`src/rtl/line_buffer_writer_pkg.sv`:
```
// ---------------------------------------------------------------------------
// line_buffer_writer_pkg
// Shared definitions for the line-buffer write controller:
//   - state_t / ST_* : writer FSM state encoding (IDLE=0, FILL=1, FLUSH=2, DONE=3)
//   - NUM_LB         : number of rotating line buffers
//   - FLUSH_W        : width of the post-frame flush counter
//   - next_lb()      : buffer-select rotation 0 -> 1 -> 2 -> 0
// ---------------------------------------------------------------------------
package line_buffer_writer_pkg;

    typedef logic [1:0] state_t;

    localparam state_t ST_IDLE  = 2'd0;
    localparam state_t ST_FILL  = 2'd1;
    localparam state_t ST_FLUSH = 2'd2;
    localparam state_t ST_DONE  = 2'd3;

    localparam int NUM_LB  = 3;
    localparam int FLUSH_W = 16;

    // Advance to the next line buffer, wrapping after the last one.
    function automatic logic [1:0] next_lb(input logic [1:0] sel);
        if (sel == 2'(NUM_LB - 1)) begin
            return 2'd0;
        end else begin
            return sel + 2'd1;
        end
    endfunction

endpackage

```
`src/rtl/line_buffer_writer_pix_pos_counter.sv`:
```
// ---------------------------------------------------------------------------
// pix_pos_counter
// Column / row / line-buffer-select position tracker for the writer.
// The decode outputs describe the position of the pixel that would be
// accepted this cycle (i.e. the current counter values).
// Ports:
//   clk, rst   : rising-edge clock, synchronous active-high reset
//   adv        : a pixel is accepted this cycle; advance the position
//   col        : current column (also the line-buffer write address)
//   sel        : current target line buffer (0..NUM_LB-1)
//   is_sof     : current position is (col 0, row 0)
//   is_eol     : current position is the last column
//   is_eof     : current position is the last pixel of the frame
// ---------------------------------------------------------------------------
module pix_pos_counter
    import line_buffer_writer_pkg::*;
#(
    parameter int IMG_W = 640,
    parameter int IMG_H = 480,
    parameter int COL_W = 10,
    parameter int ROW_W = 9
) (
    input  logic             clk,
    input  logic             rst,
    input  logic             adv,
    output logic [COL_W-1:0] col,
    output logic [1:0]       sel,
    output logic             is_sof,
    output logic             is_eol,
    output logic             is_eof
);

    localparam logic [COL_W-1:0] COL_LAST = COL_W'(IMG_W - 1);
    localparam logic [ROW_W-1:0] ROW_LAST = ROW_W'(IMG_H - 1);

    logic [COL_W-1:0] col_r;
    logic [ROW_W-1:0] row_r;
    logic [1:0]       sel_r;

    // Boundary decode of the current position.
    always_comb begin
        is_sof = (col_r == '0) && (row_r == '0);
        is_eol = (col_r == COL_LAST);
        is_eof = (col_r == COL_LAST) && (row_r == ROW_LAST);
    end

    // Position counters; the frame end also re-homes the buffer select so
    // every frame starts in buffer 0 whatever IMG_H is modulo NUM_LB.
    always_ff @(posedge clk) begin
        if (rst) begin
            col_r <= '0;
            row_r <= '0;
            sel_r <= 2'd0;
        end else if (adv) begin
            if (is_eol) begin
                col_r <= '0;
                if (is_eof) begin
                    row_r <= '0;
                    sel_r <= 2'd0;
                end else begin
                    row_r <= row_r + ROW_W'(1);
                    sel_r <= next_lb(sel_r);
                end
            end else begin
                col_r <= col_r + COL_W'(1);
            end
        end
    end

    assign col = col_r;
    assign sel = sel_r;

endmodule

```
`src/rtl/line_buffer_writer.sv`:
```
// ---------------------------------------------------------------------------
// line_buffer_writer
// Write side of the filter-window line buffers. Accepts the raw pixel
// stream, writes each pixel into one of NUM_LB rotating line buffers one
// cycle after acceptance, drives `en` toward the read controller and, after
// the last pixel of a frame, holds `en` high for FLUSH_CYCLES cycles so the
// filter pipeline drains, then pulses frame_done.
// Optional feature (macro LBW_STALL_CNT_EN): adds stall_cnt, a saturating
// count of FILL cycles with no valid input, cleared at the start of a frame.
// Ports:
//   clk, rst         : rising-edge clock, synchronous active-high reset
//   in_valid/in_data : input pixel stream
//   in_ready         : writer can accept (IDLE or FILL, not in reset)
//   wr_en/addr/data  : line-buffer write port (addr = column)
//   wr_sel           : target line buffer 0..2
//   en               : enable toward the read controller
//   sof/eol/eof      : boundary flags qualifying wr_en
//   frame_done       : one-cycle pulse when the flush period ends
//   stall_cnt        : (LBW_STALL_CNT_EN only) input stall counter
// ---------------------------------------------------------------------------
module line_buffer_writer
    import line_buffer_writer_pkg::*;
#(
    parameter int IMG_W        = 640,
    parameter int IMG_H        = 480,
    parameter int DATA_W       = 8,
    parameter int COL_W        = 10,
    parameter int ROW_W        = 9,
    parameter int FLUSH_CYCLES = 16
) (
    input  logic              clk,
    input  logic              rst,
    input  logic              in_valid,
    input  logic [DATA_W-1:0] in_data,
    output logic              in_ready,
    output logic              wr_en,
    output logic [COL_W-1:0]  wr_addr,
    output logic [DATA_W-1:0] wr_data,
    output logic [1:0]        wr_sel,
    output logic              en,
    output logic              sof,
    output logic              eol,
    output logic              eof,
    output logic              frame_done
`ifdef LBW_STALL_CNT_EN
    ,
    output logic [15:0]       stall_cnt
`endif
);

    localparam logic [FLUSH_W-1:0] FLUSH_LOAD = FLUSH_W'(FLUSH_CYCLES - 1);

    state_t             state_r;
    state_t             next_state_s;
    logic [FLUSH_W-1:0] flush_cnt_r;
    logic               accept_s;
    logic               ready_s;

    logic [COL_W-1:0]   col_s;
    logic [1:0]         sel_s;
    logic               is_sof_s;
    logic               is_eol_s;
    logic               is_eof_s;

    pix_pos_counter #(
        .IMG_W (IMG_W),
        .IMG_H (IMG_H),
        .COL_W (COL_W),
        .ROW_W (ROW_W)
    ) u_pos (
        .clk    (clk),
        .rst    (rst),
        .adv    (accept_s),
        .col    (col_s),
        .sel    (sel_s),
        .is_sof (is_sof_s),
        .is_eol (is_eol_s),
        .is_eof (is_eof_s)
    );

    // Ready is the only combinational output: it must drop while rst is held.
    always_comb begin
        ready_s  = 1'b0;
        accept_s = 1'b0;
        if (rst) begin
            ready_s = 1'b0;
        end else begin
            ready_s = (state_r == ST_IDLE) || (state_r == ST_FILL);
        end
        accept_s = in_valid && ready_s;
    end

    assign in_ready = ready_s;

    // Next-state logic of the writer FSM.
    always_comb begin
        next_state_s = state_r;
        case (state_r)
            ST_IDLE: begin
                if (accept_s && is_eof_s) begin
                    next_state_s = ST_FLUSH;
                end else if (accept_s) begin
                    next_state_s = ST_FILL;
                end else begin
                    next_state_s = ST_IDLE;
                end
            end
            ST_FILL: begin
                if (accept_s && is_eof_s) begin
                    next_state_s = ST_FLUSH;
                end else begin
                    next_state_s = ST_FILL;
                end
            end
            ST_FLUSH: begin
                if (flush_cnt_r == '0) begin
                    next_state_s = ST_DONE;
                end else begin
                    next_state_s = ST_FLUSH;
                end
            end
            ST_DONE: begin
                next_state_s = ST_IDLE;
            end
            default: begin
                next_state_s = ST_IDLE;
            end
        endcase
    end

    // State register and flush countdown.
    always_ff @(posedge clk) begin
        if (rst) begin
            state_r     <= ST_IDLE;
            flush_cnt_r <= '0;
        end else begin
            state_r <= next_state_s;
            if (accept_s && is_eof_s) begin
                flush_cnt_r <= FLUSH_LOAD;
            end else if ((state_r == ST_FLUSH) && (flush_cnt_r != '0)) begin
                flush_cnt_r <= flush_cnt_r - FLUSH_W'(1);
            end
        end
    end

    // Registered write port and flags, one cycle after the accept. `en`
    // lags the FSM by the same cycle, so it covers the write cycles plus
    // exactly FLUSH_CYCLES cycles after the eof write, and frame_done lands
    // on the first cycle after `en` falls.
    always_ff @(posedge clk) begin
        if (rst) begin
            wr_en      <= 1'b0;
            wr_addr    <= '0;
            wr_data    <= '0;
            wr_sel     <= 2'd0;
            en         <= 1'b0;
            sof        <= 1'b0;
            eol        <= 1'b0;
            eof        <= 1'b0;
            frame_done <= 1'b0;
        end else begin
            wr_en      <= accept_s;
            en         <= accept_s || (state_r == ST_FLUSH);
            sof        <= accept_s && is_sof_s;
            eol        <= accept_s && is_eol_s;
            eof        <= accept_s && is_eof_s;
            frame_done <= (state_r == ST_DONE);
            if (accept_s) begin
                wr_addr <= col_s;
                wr_data <= in_data;
                wr_sel  <= sel_s;
            end
        end
    end

`ifdef LBW_STALL_CNT_EN
    logic [15:0] stall_cnt_r;

    // Saturating count of FILL cycles starved of input; restarts per frame.
    always_ff @(posedge clk) begin
        if (rst) begin
            stall_cnt_r <= 16'd0;
        end else if ((state_r == ST_IDLE) && accept_s) begin
            stall_cnt_r <= 16'd0;
        end else if ((state_r == ST_FILL) && !in_valid && (stall_cnt_r != 16'hFFFF)) begin
            stall_cnt_r <= stall_cnt_r + 16'd1;
        end
    end

    assign stall_cnt = stall_cnt_r;
`endif

endmodule

```
`config.mk`:
```
export PLATFORM = sky130hd
export DESIGN_NAME = line_buffer_writer
export DESIGN_NICKNAME = d
export VERILOG_FILES = /design/src/rtl/line_buffer_writer_pkg.sv /design/src/rtl/line_buffer_writer_pix_pos_counter.sv /design/src/rtl/line_buffer_writer.sv
export SDC_FILE = /design/constraint.sdc
export NUM_CORES = 1
export LEC_CHECK = 0
export CORE_MARGIN = 3
export CORE_UTILIZATION = 45
export CTS_CLUSTER_SIZE = 8
export DETAILED_ROUTE_END_ITERATION = 10
export PLACE_DENSITY = 0.79
export SKIP_LAST_GASP = 1
export SLEW_MARGIN = 20
export SYNTH_ARGS = -nofsm -noshare
export SYNTH_HDL_FRONTEND = slang
export SYNTH_SLANG_ARGS = --single-unit
```
`constraint.sdc`:
```
create_clock -name clk -period 2.91 [get_ports clk]
set_input_delay 0.7275 -clock clk [delete_from_list [all_inputs] [get_ports clk]]
set_output_delay 0.7275 -clock clk [all_outputs]
set_load 0.005 [all_outputs]
```
# Word level (Yosys, flattened, before mapping)
# Cells that the tools add are included.
# classes
n_addsub	4
n_reduce_logical	17
n_eq_ne	6
mux	12
# ops
op	count
16-bit zero test	1
16-bit nonzero test	1
16-bit by 1-bit subtractor with 16-bit output, second input constant	1
10-bit by 1-bit adder with 10-bit output, second input constant	1
10-bit == test, second input constant	1
10-bit zero test	1
10-bit two-way mux	1
9-bit by 1-bit adder with 9-bit output, second input constant	1
9-bit == test, second input constant	1
9-bit zero test	1
9-bit two-way mux	1
2-bit two-way mux	4
4-bit two-way mux	2
2-bit case mux with 4 select lines	1
1-bit logical AND	7
2-bit == test, second input constant	3
1-bit two-way mux	3
2-bit by 1-bit adder with 2-bit output, second input constant	1
2-bit by 1-bit == test with 1-bit output, second input constant	1
2-bit zero test	1
1-bit logical OR	2
2-bit AND reduction	1
2-bit nonzero test	1
2-bit OR reduction	1
# word_totals
reg_bits	65
wordCells	54
out_inout_bits	27
in_bits	11

# Depth between registers and ports, before layout
# Gate-level depths: netlist (run 1).
# logic_depth
word_depth	7
depth_mapped	8
mapped_depth_nobuf	6

# Cells and area by module
# From an unflattened synthesis (run 1), not the netlist that was laid out.
# unflattened
hier_cells	348
area_unflattened_um2	2965.3
# modules_own_cells
mod	n_inst	cells_per_inst	area_per_inst_um2	seq_area_each_um2
line_buffer_writer	1	216	1864.3	880.8
pix_pos_counter	1	132	1101.1	420.4

# Worst setup path before layout (run 1)
# Ideal clock, no wire load.
# synth_path
path_type	input port to flip-flop
start	input rst
end	register u_pos.row_r[7]
required_time_ps	2844
setup_ps	66
n_path_buf	2
path_stages	7
arrival_time_ps	2231
setup_slack_ps	613
cell_sequence	buf_2 > or3b_4 > clkinv_4 > nand4_4 > buf_6 > or4_4 > a21oi_2
# synth_between
elab_chain_cells	3
# synth_rtl
element	line_no	rtl
start, declared	line_buffer_writer.sv:32	input logic rst,
1-bit two-way mux	line_buffer_writer.sv:85	if (rst) begin
1-bit logical AND	line_buffer_writer.sv:90	accept_s = in_valid && ready_s;
2-bit AND reduction (no line)	n/a	
end signal, assigned	line_buffer_writer_pix_pos_counter.sv:61	row_r <= row_r + ROW_W'(1);
end, declared	line_buffer_writer_pix_pos_counter.sv:37	logic [ROW_W-1:0] row_r;
# Several ways; a longest one is shown, not always the timed one.
# A chain may end at the register's enable or synchronous reset.

# Final worst setup path (run 1)
# layout_path
start	input rst
end	output in_ready
# layout_between
elab_chain_cells	1
# layout_rtl
element	line_no	rtl
1-bit two-way mux	line_buffer_writer.sv:85	
end, declared	line_buffer_writer.sv:35	output logic in_ready,
# Every way passes these cells.

==> out/metrics.cfg, run 1 <==
[global_route]
grt-ovfl-total = 0
antenna_found_initial = 0
grt_usage_pct = 18.29
grt_first_pass_wirelength_um = 10900
grt_pass1_vias = 2395
grt_max_degree = 29

[route]
route.vias.total = 2583
drt_wl_total_um = 6357
initialDrtViolationCount = 126
dr.pass1.iters = 4
viasPerCell = 5.652
ant_nets = 0
drc = 0
routedWlPerCell_um = 13.91

[power_and_ir_drop]
vdd_drop_max_uv = 369.4
p_leak_nw = 1.319
pwr_density_cell_nw_per_um2 = 512.1

[floorplanning]
coreArea_um2 = 6061
ioPinCount = 38
die_h_um = 86.16
die_area_um2 = 7424
start_util_pct = 47.71
dieWidth_um = 86.16
rows = 28

[critical_path]
crit_chain = clkdlybuf4s50_1 -> nor2_1 -> clkdlybuf4s50_1
crit_family = buffers and inverters
arrival_ps = 1860
r2r-start = flush_cnt_r[1]$_SDFFE_PP0P_
worst_setup_path_start_kind = input port
crit_path_frequent_cell = clkdlybuf4s50_1
rrSetupSlack_ps = 820
reg2reg_depth = 6
critical_path_class = input port to output pin
max_stage_delay_ps = 520
crit_required_ps = 2180
cp_num_buf_inv = 2
endpoint_kind = output pin
cpMaxStageDelayCell = clkdlybuf4s50_1
rr_endpoint = flush_cnt_r[8]$_SDFFE_PP0P_
worstPathMaxFanout = 4

[sta]
fmax_mhz = 387.1
post-route-period-util_pct = 88.77
hold_viol_final = 0
setup_violations = 0
final.setup_skew_ps = 8.939
tightest_slew_ps = 656.3
final.setup.tns_ps = 0
rsz0062_at_grt = false
final_max_slew_viol_count = 0
fin_crit_ps = 2583
setup_slack_ps = 326.9
relSlewSlack_pct = 55.85

[clocking]
numCtsBuffers = 9
cts-root-buf = clkbuf_8
tritoncts = built
clock_sinks = 65
post_cts_resized = 0
cts_max_level = 3
postCtsHoldBufs = 0
post_cts_buffers = 0
clk_pin_slew_ps = 70
clk_path_buf_depth = 2
clkLatencyLatePin_ps = 340

[hold_path]
hold_depth = 2
worstHoldEndpoint = wr_data[0]$_SDFFE_PP0P_
holdCritPathClass = register to register
worstHoldStart = wr_data[0]$_SDFFE_PP0P_

[place]
portBuffers = 37
hpwlAfterDp_um = 4396
post-place-ws_ps = 193.9
gp_congestion = 0.8210

[layout]
antenna_cells = 0
nets = 393
drive_above_1_share_pct = 10.47
layout_common_cells = dfxtp_1, nand2_1, clkdlybuf4s50_1
area_growth_pct = 22.98
final_common_cell = dfxtp_1

[yosys]
synth_edf_count = 0
ys.flop_type = dfxtp_1
yosysUniqueCellTypes = 53
ys_ff_latch = 65
netlist_area_um2 = 2892
yosysWarnings = 0
synth_nets = 354
synthCells = 338
avgSynthCellArea_um2 = 8.555
async_flop_share_pct = 0
synth_seq_area_share_pct = 45.00

[flow_run]
max_cap_viol_count = 0

[status]
status = completed

==> final cells by class <==
class / instances / area, um2
clock inverter: 6 / 82.58
clock buffer: 10 / 127.6
fill: 559 / 2505
sequential: 65 / 1301
timing repair buffer: 43 / 427.9
tap: 75 / 93.84
inverter: 13 / 53.80
multi-input combinational: 245 / 1469
==> per-stage QoR <==
stage	cells	hold slack, ps	power [mW]	area, um2	util, %
2_1_floorplan	338	431.8	0.9706	2892	-
3_3_place_gp	441	442.9	1.023	3346	55.20
3_5_place_dp	441	446.5	1.025	3346	55.20
4_1_cts	457	458.4	1.836	3556	58.67
5_1_grt	457	489.3	1.873	3556	58.67
6_report	457	456.3	1.821	3556	58.67
==> worst min-delay path: cells and delay by family (launching register included) <==
kind	cells	cell delay (ps)
AND/OR/NAND/NOR	2	100
flip-flops	1	310
==> cells by family after synthesis <==
family                   synth area share [%]
adder cells (fa/ha/maj)                 2.164
XOR/XNOR                                2.726
multiplexers                           0.3894
buffers and inverters                   4.197
AND/OR/NAND/NOR                         33.28
AO/OA/AOI/OAI                           12.25
flip-flops                              45.00
==> sequential cells by signal, indices dropped and copies added, names as in the netlist <==
| signal | flops |
|---|---|
| en | 1 |
| wr_addr | 10 |
| eol | 1 |
| sof | 1 |
| wr_en | 1 |
| wr_sel | 2 |
| flush_cnt_r | 16 |
| wr_data | 8 |
| u_pos.sel | 2 |
| u_pos.col | 10 |
| state_r | 2 |
| eof | 1 |
| frame_done | 1 |
| u_pos.row_r | 9 |
==> Yosys cell counts (all sizes together) (2+ instances only) <==
cell type	instances	area, um2
nor2	17	63.81
dfxtp	65	1301
o31ai	10	75.07
xnor2	6	52.55
o21ai	10	53.80
a31oi	3	18.77
nor4	9	62.56
inv	12	45.04
a21oi	25	128.9
o41ai	2	17.52
ha	5	62.56
and4	2	17.52
xor2	3	26.28
nand2b	3	18.77
nor3b	3	27.52
nand4b	2	17.52
nand4	6	58.80
buf	7	37.53
or4	16	123.9
nand3	30	150.1
clkbuf	8	30.03
or3b	2	20.02
or2	3	18.77
nor3	8	40.04
nand2	56	210.2
or3	9	56.30
nor4b	3	47.54
==> layer usage <==
layer / vias up / GRT usage (%) / share of wire (%)
li1: 1296 / - / -
met1: 1214 / 23.48 / 46
met2: 62 / 29.29 / 48
met3: 11 / 3.170 / 4.2
met4: 0 / 9.496 / 2.0
met5: - / 0 / 0
==> worst max-delay path by stage <==
stage,cells past startpoint,slack [ps],endpoint,from
6_report,3,330,in_ready,rst
5_1_grt,3,280,in_ready,rst
4_1_cts,3,330,in_ready,rst
3_5_place_dp,6,190,u_pos.row_r[8]$_SDFFE_PP0P_,in_valid
3_3_place_gp,6,260,u_pos.row_r[8]$_SDFFE_PP0P_,in_valid
2_1_floorplan,7,610,u_pos.row_r[7]$_SDFFE_PP0P_,rst
==> report_power, final <==
group | switching (mW) | internal, mW
registers | 0.00799 | 0.903
clock network | 0.339 | 0.478
logic | 0.0467 | 0.0469
total | 0.393 | 1.43
(Power assumes the default switching activity.)
==> run 2: changes to the inputs <==
--- a/config.mk
+++ b/config.mk
@@ -5,6 +5,7 @@
 export SDC_FILE = /design/constraint.sdc
 export NUM_CORES = 1
 export LEC_CHECK = 0
+export CAP_MARGIN = 20
 export CORE_MARGIN = 3
 export CORE_UTILIZATION = 45
 export CTS_CLUSTER_SIZE = 8
==> results of run 2 <==
Final layout, timing and power as in run 1 (identical DEF).
